**src/rtl/occupancy_arbiter_if.sv**
```systemverilog
// Handshake and status bundle between the increment/decrement requesters
// and the occupancy arbiter.
interface occupancy_arbiter_if #(
  parameter int WIDTH = 4
);
  logic             inc_req;
  logic             dec_req;
  logic             inc_ack;
  logic             inc_nack;
  logic             dec_ack;
  logic             dec_nack;
  logic [WIDTH-1:0] count;
  logic             full;
  logic             empty;
  logic             busy;

  modport master (
    output inc_req, dec_req,
    input  inc_ack, inc_nack, dec_ack, dec_nack, count, full, empty, busy
  );

  modport slave (
    input  inc_req, dec_req,
    output inc_ack, inc_nack, dec_ack, dec_nack, count, full, empty, busy
  );
endinterface

```
**src/rtl/occupancy_arbiter.sv**
```systemverilog
// Saturating up/down occupancy counter shared by two four-phase req/ack
// requesters, with round-robin resolution of simultaneous requests.
module occupancy_arbiter #(
  parameter int WIDTH = 4,
  parameter int MAX   = 15
) (
  input logic           clk,
  input logic           rst,
  occupancy_arbiter_if.slave bus
);

  typedef enum logic [1:0] {S_IDLE, S_EXEC, S_RELEASE} state_t;
  typedef enum logic {SEL_INC, SEL_DEC} sel_t;

  localparam logic [WIDTH-1:0] MAX_C = WIDTH'(MAX);
  localparam logic [WIDTH-1:0] ONE_C = WIDTH'(1);

  state_t           r_state;
  sel_t             r_sel;
  sel_t             r_last_served;
  logic [WIDTH-1:0] r_count;
  logic             r_inc_ack;
  logic             r_inc_nack;
  logic             r_dec_ack;
  logic             r_dec_nack;
  logic             r_busy;
  logic             w_sel_req;

  assign w_sel_req = (r_sel == SEL_INC) ? bus.inc_req : bus.dec_req;

  // NOTE: all state here uses non-blocking assignments so every register
  // samples the pre-edge values, independent of statement order.
  always_ff @(posedge clk) begin
    if (rst) begin
      r_state       <= S_IDLE;
      r_sel         <= SEL_INC;
      r_last_served <= SEL_DEC;
      r_count       <= '0;
      r_inc_ack     <= 1'b0;
      r_inc_nack    <= 1'b0;
      r_dec_ack     <= 1'b0;
      r_dec_nack    <= 1'b0;
      r_busy        <= 1'b0;
    end else begin
      case (r_state)
        S_IDLE: begin
          if (bus.inc_req || bus.dec_req) begin
            r_state <= S_EXEC;
            r_busy  <= 1'b1;
            if (bus.inc_req && bus.dec_req)
              r_sel <= (r_last_served == SEL_INC) ? SEL_DEC : SEL_INC;
            else if (bus.inc_req)
              r_sel <= SEL_INC;
            else
              r_sel <= SEL_DEC;
          end
        end

        S_EXEC: begin
          r_state       <= S_RELEASE;
          r_last_served <= r_sel;
          // Saturate at both ends: a refused request is nacked, count holds.
          if (r_sel == SEL_INC) begin
            if (r_count != MAX_C) begin
              r_count   <= r_count + ONE_C;
              r_inc_ack <= 1'b1;
            end else begin
              r_inc_nack <= 1'b1;
            end
          end else begin
            if (r_count != '0) begin
              r_count   <= r_count - ONE_C;
              r_dec_ack <= 1'b1;
            end else begin
              r_dec_nack <= 1'b1;
            end
          end
        end

        S_RELEASE: begin
          // Only the granted requester can end the transaction.
          if (!w_sel_req) begin
            r_state    <= S_IDLE;
            r_busy     <= 1'b0;
            r_inc_ack  <= 1'b0;
            r_inc_nack <= 1'b0;
            r_dec_ack  <= 1'b0;
            r_dec_nack <= 1'b0;
          end
        end

        default: begin
          r_state <= S_IDLE;
          r_busy  <= 1'b0;
        end
      endcase
    end
  end

  assign bus.inc_ack  = r_inc_ack;
  assign bus.inc_nack = r_inc_nack;
  assign bus.dec_ack  = r_dec_ack;
  assign bus.dec_nack = r_dec_nack;
  assign bus.count    = r_count;
  assign bus.busy     = r_busy;
  assign bus.full     = (r_count == MAX_C);
  assign bus.empty    = (r_count == '0);

endmodule

```
**src/flat_wrapper.sv**
```systemverilog
// flat-port wrapper written by rule: the top's interface ports become plain ports
module occupancy_arbiter_flat 
#(
  parameter int WIDTH = 4,
  parameter int MAX   = 15
)
  (clk, rst, bus_inc_req, bus_dec_req, bus_inc_ack, bus_inc_nack, bus_dec_ack, bus_dec_nack, bus_count, bus_full, bus_empty, bus_busy);
  occupancy_arbiter_if #(.WIDTH(WIDTH)) bus_i ();
  input logic clk;
  input logic rst;
  input wire logic [$bits(bus_i.inc_req)-1:0] bus_inc_req;
  input wire logic [$bits(bus_i.dec_req)-1:0] bus_dec_req;
  output wire logic [$bits(bus_i.inc_ack)-1:0] bus_inc_ack;
  output wire logic [$bits(bus_i.inc_nack)-1:0] bus_inc_nack;
  output wire logic [$bits(bus_i.dec_ack)-1:0] bus_dec_ack;
  output wire logic [$bits(bus_i.dec_nack)-1:0] bus_dec_nack;
  output wire logic [$bits(bus_i.count)-1:0] bus_count;
  output wire logic [$bits(bus_i.full)-1:0] bus_full;
  output wire logic [$bits(bus_i.empty)-1:0] bus_empty;
  output wire logic [$bits(bus_i.busy)-1:0] bus_busy;
  assign bus_i.inc_req = bus_inc_req;
  assign bus_i.dec_req = bus_dec_req;
  assign bus_inc_ack = bus_i.inc_ack;
  assign bus_inc_nack = bus_i.inc_nack;
  assign bus_dec_ack = bus_i.dec_ack;
  assign bus_dec_nack = bus_i.dec_nack;
  assign bus_count = bus_i.count;
  assign bus_full = bus_i.full;
  assign bus_empty = bus_i.empty;
  assign bus_busy = bus_i.busy;
  occupancy_arbiter #(.WIDTH(WIDTH), .MAX(MAX)) u_core (.clk(clk), .rst(rst), .bus(bus_i));
endmodule
```
**config.mk**
```make
export PLATFORM = sky130hd
export DESIGN_NAME = occupancy_arbiter_flat
export DESIGN_NICKNAME = d
export VERILOG_FILES = /design/src/rtl/occupancy_arbiter_if.sv /design/src/rtl/occupancy_arbiter.sv /design/src/flat_wrapper.sv
export SDC_FILE = /design/constraint.sdc
export NUM_CORES = 1
export LEC_CHECK = 0
export ABC_CLOCK_PERIOD_IN_PS = 1900
export CAP_MARGIN = 40
export CELL_PAD_IN_SITES_DETAIL_PLACEMENT = 0
export CELL_PAD_IN_SITES_GLOBAL_PLACEMENT = 2
export CORE_AREA = 2 2 62 64
export DETAILED_ROUTE_END_ITERATION = 7
export DIE_AREA = 0 0 64 66
export GPL_TIMING_DRIVEN = 0
export PLACE_DENSITY_LB_ADDON = 0.1
export SETUP_SLACK_MARGIN = 0.2
export SLEW_MARGIN = 5
export SYNTH_ARGS = -nofsm -noshare
export SYNTH_HDL_FRONTEND = slang
export SYNTH_SLANG_ARGS = --single-unit
```
**constraint.sdc**
```tcl
create_clock -name clk -period 1.9 [get_ports clk]
set_input_delay 0.285 -clock clk [delete_from_list [all_inputs] [get_ports clk]]
set_output_delay 0.285 -clock clk [all_outputs]
set_load 0.03 [all_outputs]
```
==> out/metrics.sh <==
CRIT_PATH_START_KIND='flip-flop'
WORST_EP_ARRIVAL_TIME_NS=1.36
REG2REG_START='u_core.r_state[1]'
WORST_SKEW_PAIR.LATE_LATENCY_NS=0.28
GLOBAL_ROUTE_WIRE_LENGTH_BEFORE_REPAIR_MM=3.677
FILLERINSTANCES=386
CRITICAL_PATH.ENDPOINT='bus_count[2]'
SYNTH_SEQUENTIAL_AREA_RATIO=0.3355
FINALCRITPERIODSHARE=0.8665
SYNTHESIS_WARNINGS=0
CP_NUM_CELLS=1
FIRST_PASS_ITERS=4
FINALSETUPVIOLCOUNT=0
POST_SYNTH_INST_COUNT=85
DETAIL_ROUTE.WIRELENGTH_MM=2.120
TIMING.REG2REG.SETUP_SLACK_NS=0.26
POST_DRT_WL_PER_CELL_UM=13.68
POWER_PER_CELL_AREA_nW_PER_UM2=854.2
TIMING.CRITICAL_PATH.FANOUT_MAX=5
DRTITER0DRC=13
CRITPATHBUFINV=1
STARTPOINT='u_core.bus.count[2]'
IOS=15
PATH_CLK_SLEW_NS=0.09
YOSYS-TOP-CELLS-COUNT='13 x sky130_fd_sc_hd__dfxtp_1, 8 x sky130_fd_sc_hd__inv_1, 7 x sky130_fd_sc_hd__nand2_1, 7 x sky130_fd_sc_hd__nor2_1, 6 x sky130_fd_sc_hd__ha_1'
DIE_W_UM=64
MOST_AREA_HUNGRY_CELL_TYPE_IN_THE_YOSYS_NETLIST='sky130_fd_sc_hd__dfxtp_1'
CTS_NUM_SINKS=13
WORST_SLEW_MARGIN_REL=0.6413
DIEAREA_UM2=4224
FINAL.SETUP_SKEW_NS=0.003492
GP_CONGESTION=0.6913
DP_SLACK_NS=-0.02406
DESIGN.FINAL.NETS=119
CRITPATHREQUIREDTIME_NS=1.62
NUMBER_OF_GLOBAL_ROUTE_VIAS_BEFORE_REPAIR=769
MULTI_INPUT_COMB_AREA_UM2=553.0
WORST_PATH_MAX_DELAY_CELL='sky130_fd_sc_hd__clkdlybuf4s50_1'
DRC_ERRORS=0
REG2REGPATHDEPTH=6
TIMING.RR.END='u_core.bus.count[2]'
ENDPOINT_CLASS_OF_THE_CRITICAL_PATH='primary output'
DRIVE_ABOVE_1_SHARE=0.2991
SYNTH_ASYNC_SR_FLOP_SHARE=0
DESIGN_AREA_UM2=1127
MAX_STAGE_DELAY_NS=0.68
PERIOD_MINUS_SLACK_NS=1.646
STATUS='finished clean'
FP.DIEH_UM=66
POST-SYNTH-TOP-AREA-FRACTION=0.3355
ANTENNA_CELLS=0
NUMBER_OF_ANTENNA_VIOLATIONS_AT_THE_FIRST_CHECK_IN_GLOBAL_ROUTING=0
ROWS=22
YS.FLOP_TYPE='sky130_fd_sc_hd__dfxtp_1'
POWER_LEAKAGE_nW=0.4186
CLOCK_TREE.HTREE_LEVEL_COUNT=1
TIMING_LIMITED_MAXIMUM_FREQUENCY_MHz=607.4
ANT_NETS=0
CRITPATHTOPFAMILY='buffers and inverters'
CTS.HOLD.BUFFERS_ADDED=0
MIN-DELAY-PATH-CLASS='reg -> reg'
AREA.SEQUENTIAL_UM2=279.0
POST_SYNTHESIS_CELL_TYPE_COUNT=33
POSTSYNTHAREAPERCELL_UM2=9.126
FLOORPLAN.INITIALDENSITY=0.2185
CTS_TREE='done'
AREA.GROWTH.SYNTH_TO_FINAL_PCT=45.32
PLACEDINSTANCEAREA_UM2=988.4
CRIT_CHAIN='clkdlybuf4s50_1'
FINALMAXSLEWVIOLATIONS=0
WORSTMARGINPINSLEW_NS=0.5380
PLACE.PORT_BUFFERS=14
CTS-BUFFERS-INSERTED=3
GRT_REMAINING_OVERFLOW=0
CRITICAL_PATH_CLASS='reg -> out'
RSZ_0062_RAISED_AFTER_GLOBAL_ROUTING='yes'
CTS-ROOT-TO-SINK-BUFFERS=2
DETAILEDPLACEMENTHPWL_MM=1.563
CORE_AREA_UM2=3551
SYNTH_AREA_UM2=775.7
SYNTH-EDFF-COUNT=0
VDD.IR_DROP.WORST_V=0.0003302
ROOT_BUFFER='sky130_fd_sc_hd__clkbuf_4'
GRT_START_MAX_NET_PINS=11
SYNTH_FP_NETS=96
TIMING.MAX_CAP.VIOLATIONS=0
FIN_HOLD_VIOLS=0
YOSYSMOSTFREQUENTCELL='sky130_fd_sc_hd__dfxtp_1'
VIA_COUNT=687
TOTAL_POWER_W=0.0009630
NUMBER_OF_REGISTER_BITS_INFERRED_BY_SYNTHESIS=13
SYNTH.TOP_CELLS.BY_AREA='sky130_fd_sc_hd__dfxtp_1 34%, sky130_fd_sc_hd__ha_1 9.7%, sky130_fd_sc_hd__inv_1 3.9%, sky130_fd_sc_hd__nand2_1 3.4%, sky130_fd_sc_hd__nor2_1 3.4%'
FIN_WS_NS=0.2537
POST_DRT_VIA_CELL_RATIO=4.432
GR-USAGE-ALL-LAYERS=0.1128
==> worst reg2reg max path, cell delays in order, from the launching register on <==
cell	delay [ns]
sky130_fd_sc_hd__dfxtp_2	0.33
sky130_fd_sc_hd__inv_1	0.13
sky130_fd_sc_hd__ha_4	0.20
sky130_fd_sc_hd__inv_1	0.11
sky130_fd_sc_hd__a21oi_4	0.19
sky130_fd_sc_hd__a21boi_4	0.24
sky130_fd_sc_hd__mux2_2	0.34
==> worst min path at each step <==
stage | end | startpoint | slack (ns) | cells after the start
finish | u_core.bus.dec_nack | u_core.bus.dec_nack | 0.49 | 2
global route | u_core.bus.busy | u_core.bus.busy | 0.53 | 2
CTS | u_core.bus.dec_nack | u_core.bus.dec_nack | 0.50 | 2
detailed placement | u_core.bus.dec_nack | u_core.bus.dec_nack | 0.49 | 2
global placement | u_core.bus.busy | u_core.bus.busy | 0.47 | 2
floorplan | u_core.r_last_served | rst | 0.42 | 2
==> layer usage <==
| layer | GRT usage | vias to the layer above | wire length, µm |
|---|---|---|---|
| li1 | - | 349 | - |
| met1 | 0.1495 | 322 | 1119 |
| met2 | 0.1784 | 14 | 933 |
| met3 | 0.02044 | 2 | 46 |
| met4 | 0.04891 | 0 | 20 |
| met5 | 0 | - | 0 |
==> area by class of cell <==
| class | instances | area share |
|---|---|---|
| multi-input combinational | 63 | 0.4906 |
| clock buffer | 4 | 0.02331 |
| buffer | 1 | 0.003330 |
| timing repair buffer | 18 | 0.1554 |
| tap | 48 | 0.05327 |
| inverter | 8 | 0.02664 |
| sequential | 13 | 0.2475 |
==> logic make-up (layout without fill, tap and decap cells) <==
group,Yosys count,after routing,synth area share
compound gates,20,20,0.1952
simple gates,31,31,0.2371
buf+inv,9,31,0.04355
flops,13,13,0.3355
fa+ha+maj,7,7,0.1226
xor+xnor,1,1,0.01129
mux,4,4,0.05484
==> what timing repair did <==
item / in CTS / in global routing
buffers inserted: 2 / 2
pin swaps: 1 / 4
hold endpoints to repair: 0 / 0
gates resized for setup: 18 / 7
endpoints found under the setup margin: 9 / 9
==> through the flow <==
step	utilization	setup TNS (ns)	std cells	hold WS (ns)
after global routing	0.3175	0	155	0.5296
after CTS	0.3055	0	153	0.4976
after global placement	0.2784	0	147	0.4661
final	0.3175	0	155	0.4855
after floorplan	-	0	85	0.4175
after detailed placement	0.2784	-0.02406	147	0.4866
==> where the power goes <==
part           total, W  internal [W]  switching (W)
Clock          0.000179     0.0000814      0.0000981
Combinational  0.000423      0.000191       0.000232
Sequential     0.000360      0.000317      0.0000435
Total          0.000963      0.000589       0.000374
==> state kept, by name (all words and copies together) (netlist names) <==
name and cells:
u_core.bus.count 4, u_core.r_state 2, u_core.bus.busy 1, u_core.bus.dec_ack 1
u_core.bus.dec_nack 1, u_core.bus.inc_ack 1, u_core.bus.inc_nack 1, u_core.r_last_served 1
u_core.r_sel 1
==> cells in the final DEF (no fill, tap or decap), types with 3 or more instances in the layout <==
| cell type | count |
|---|---|
| sky130_fd_sc_hd__dfxtp_2 | 3 |
| sky130_fd_sc_hd__clkdlybuf4s50_1 | 11 |
| sky130_fd_sc_hd__buf_4 | 4 |
| sky130_fd_sc_hd__dfxtp_1 | 6 |
| sky130_fd_sc_hd__inv_1 | 8 |
| sky130_fd_sc_hd__o21ai_0 | 3 |
| sky130_fd_sc_hd__ha_1 | 3 |
| sky130_fd_sc_hd__nand2_1 | 7 |
| sky130_fd_sc_hd__nor2_1 | 7 |
| sky130_fd_sc_hd__clkbuf_4 | 3 |
| sky130_fd_sc_hd__dfxtp_4 | 4 |
| sky130_fd_sc_hd__a21oi_1 | 3 |
Note: power is estimated with default switching activity, not from simulation.
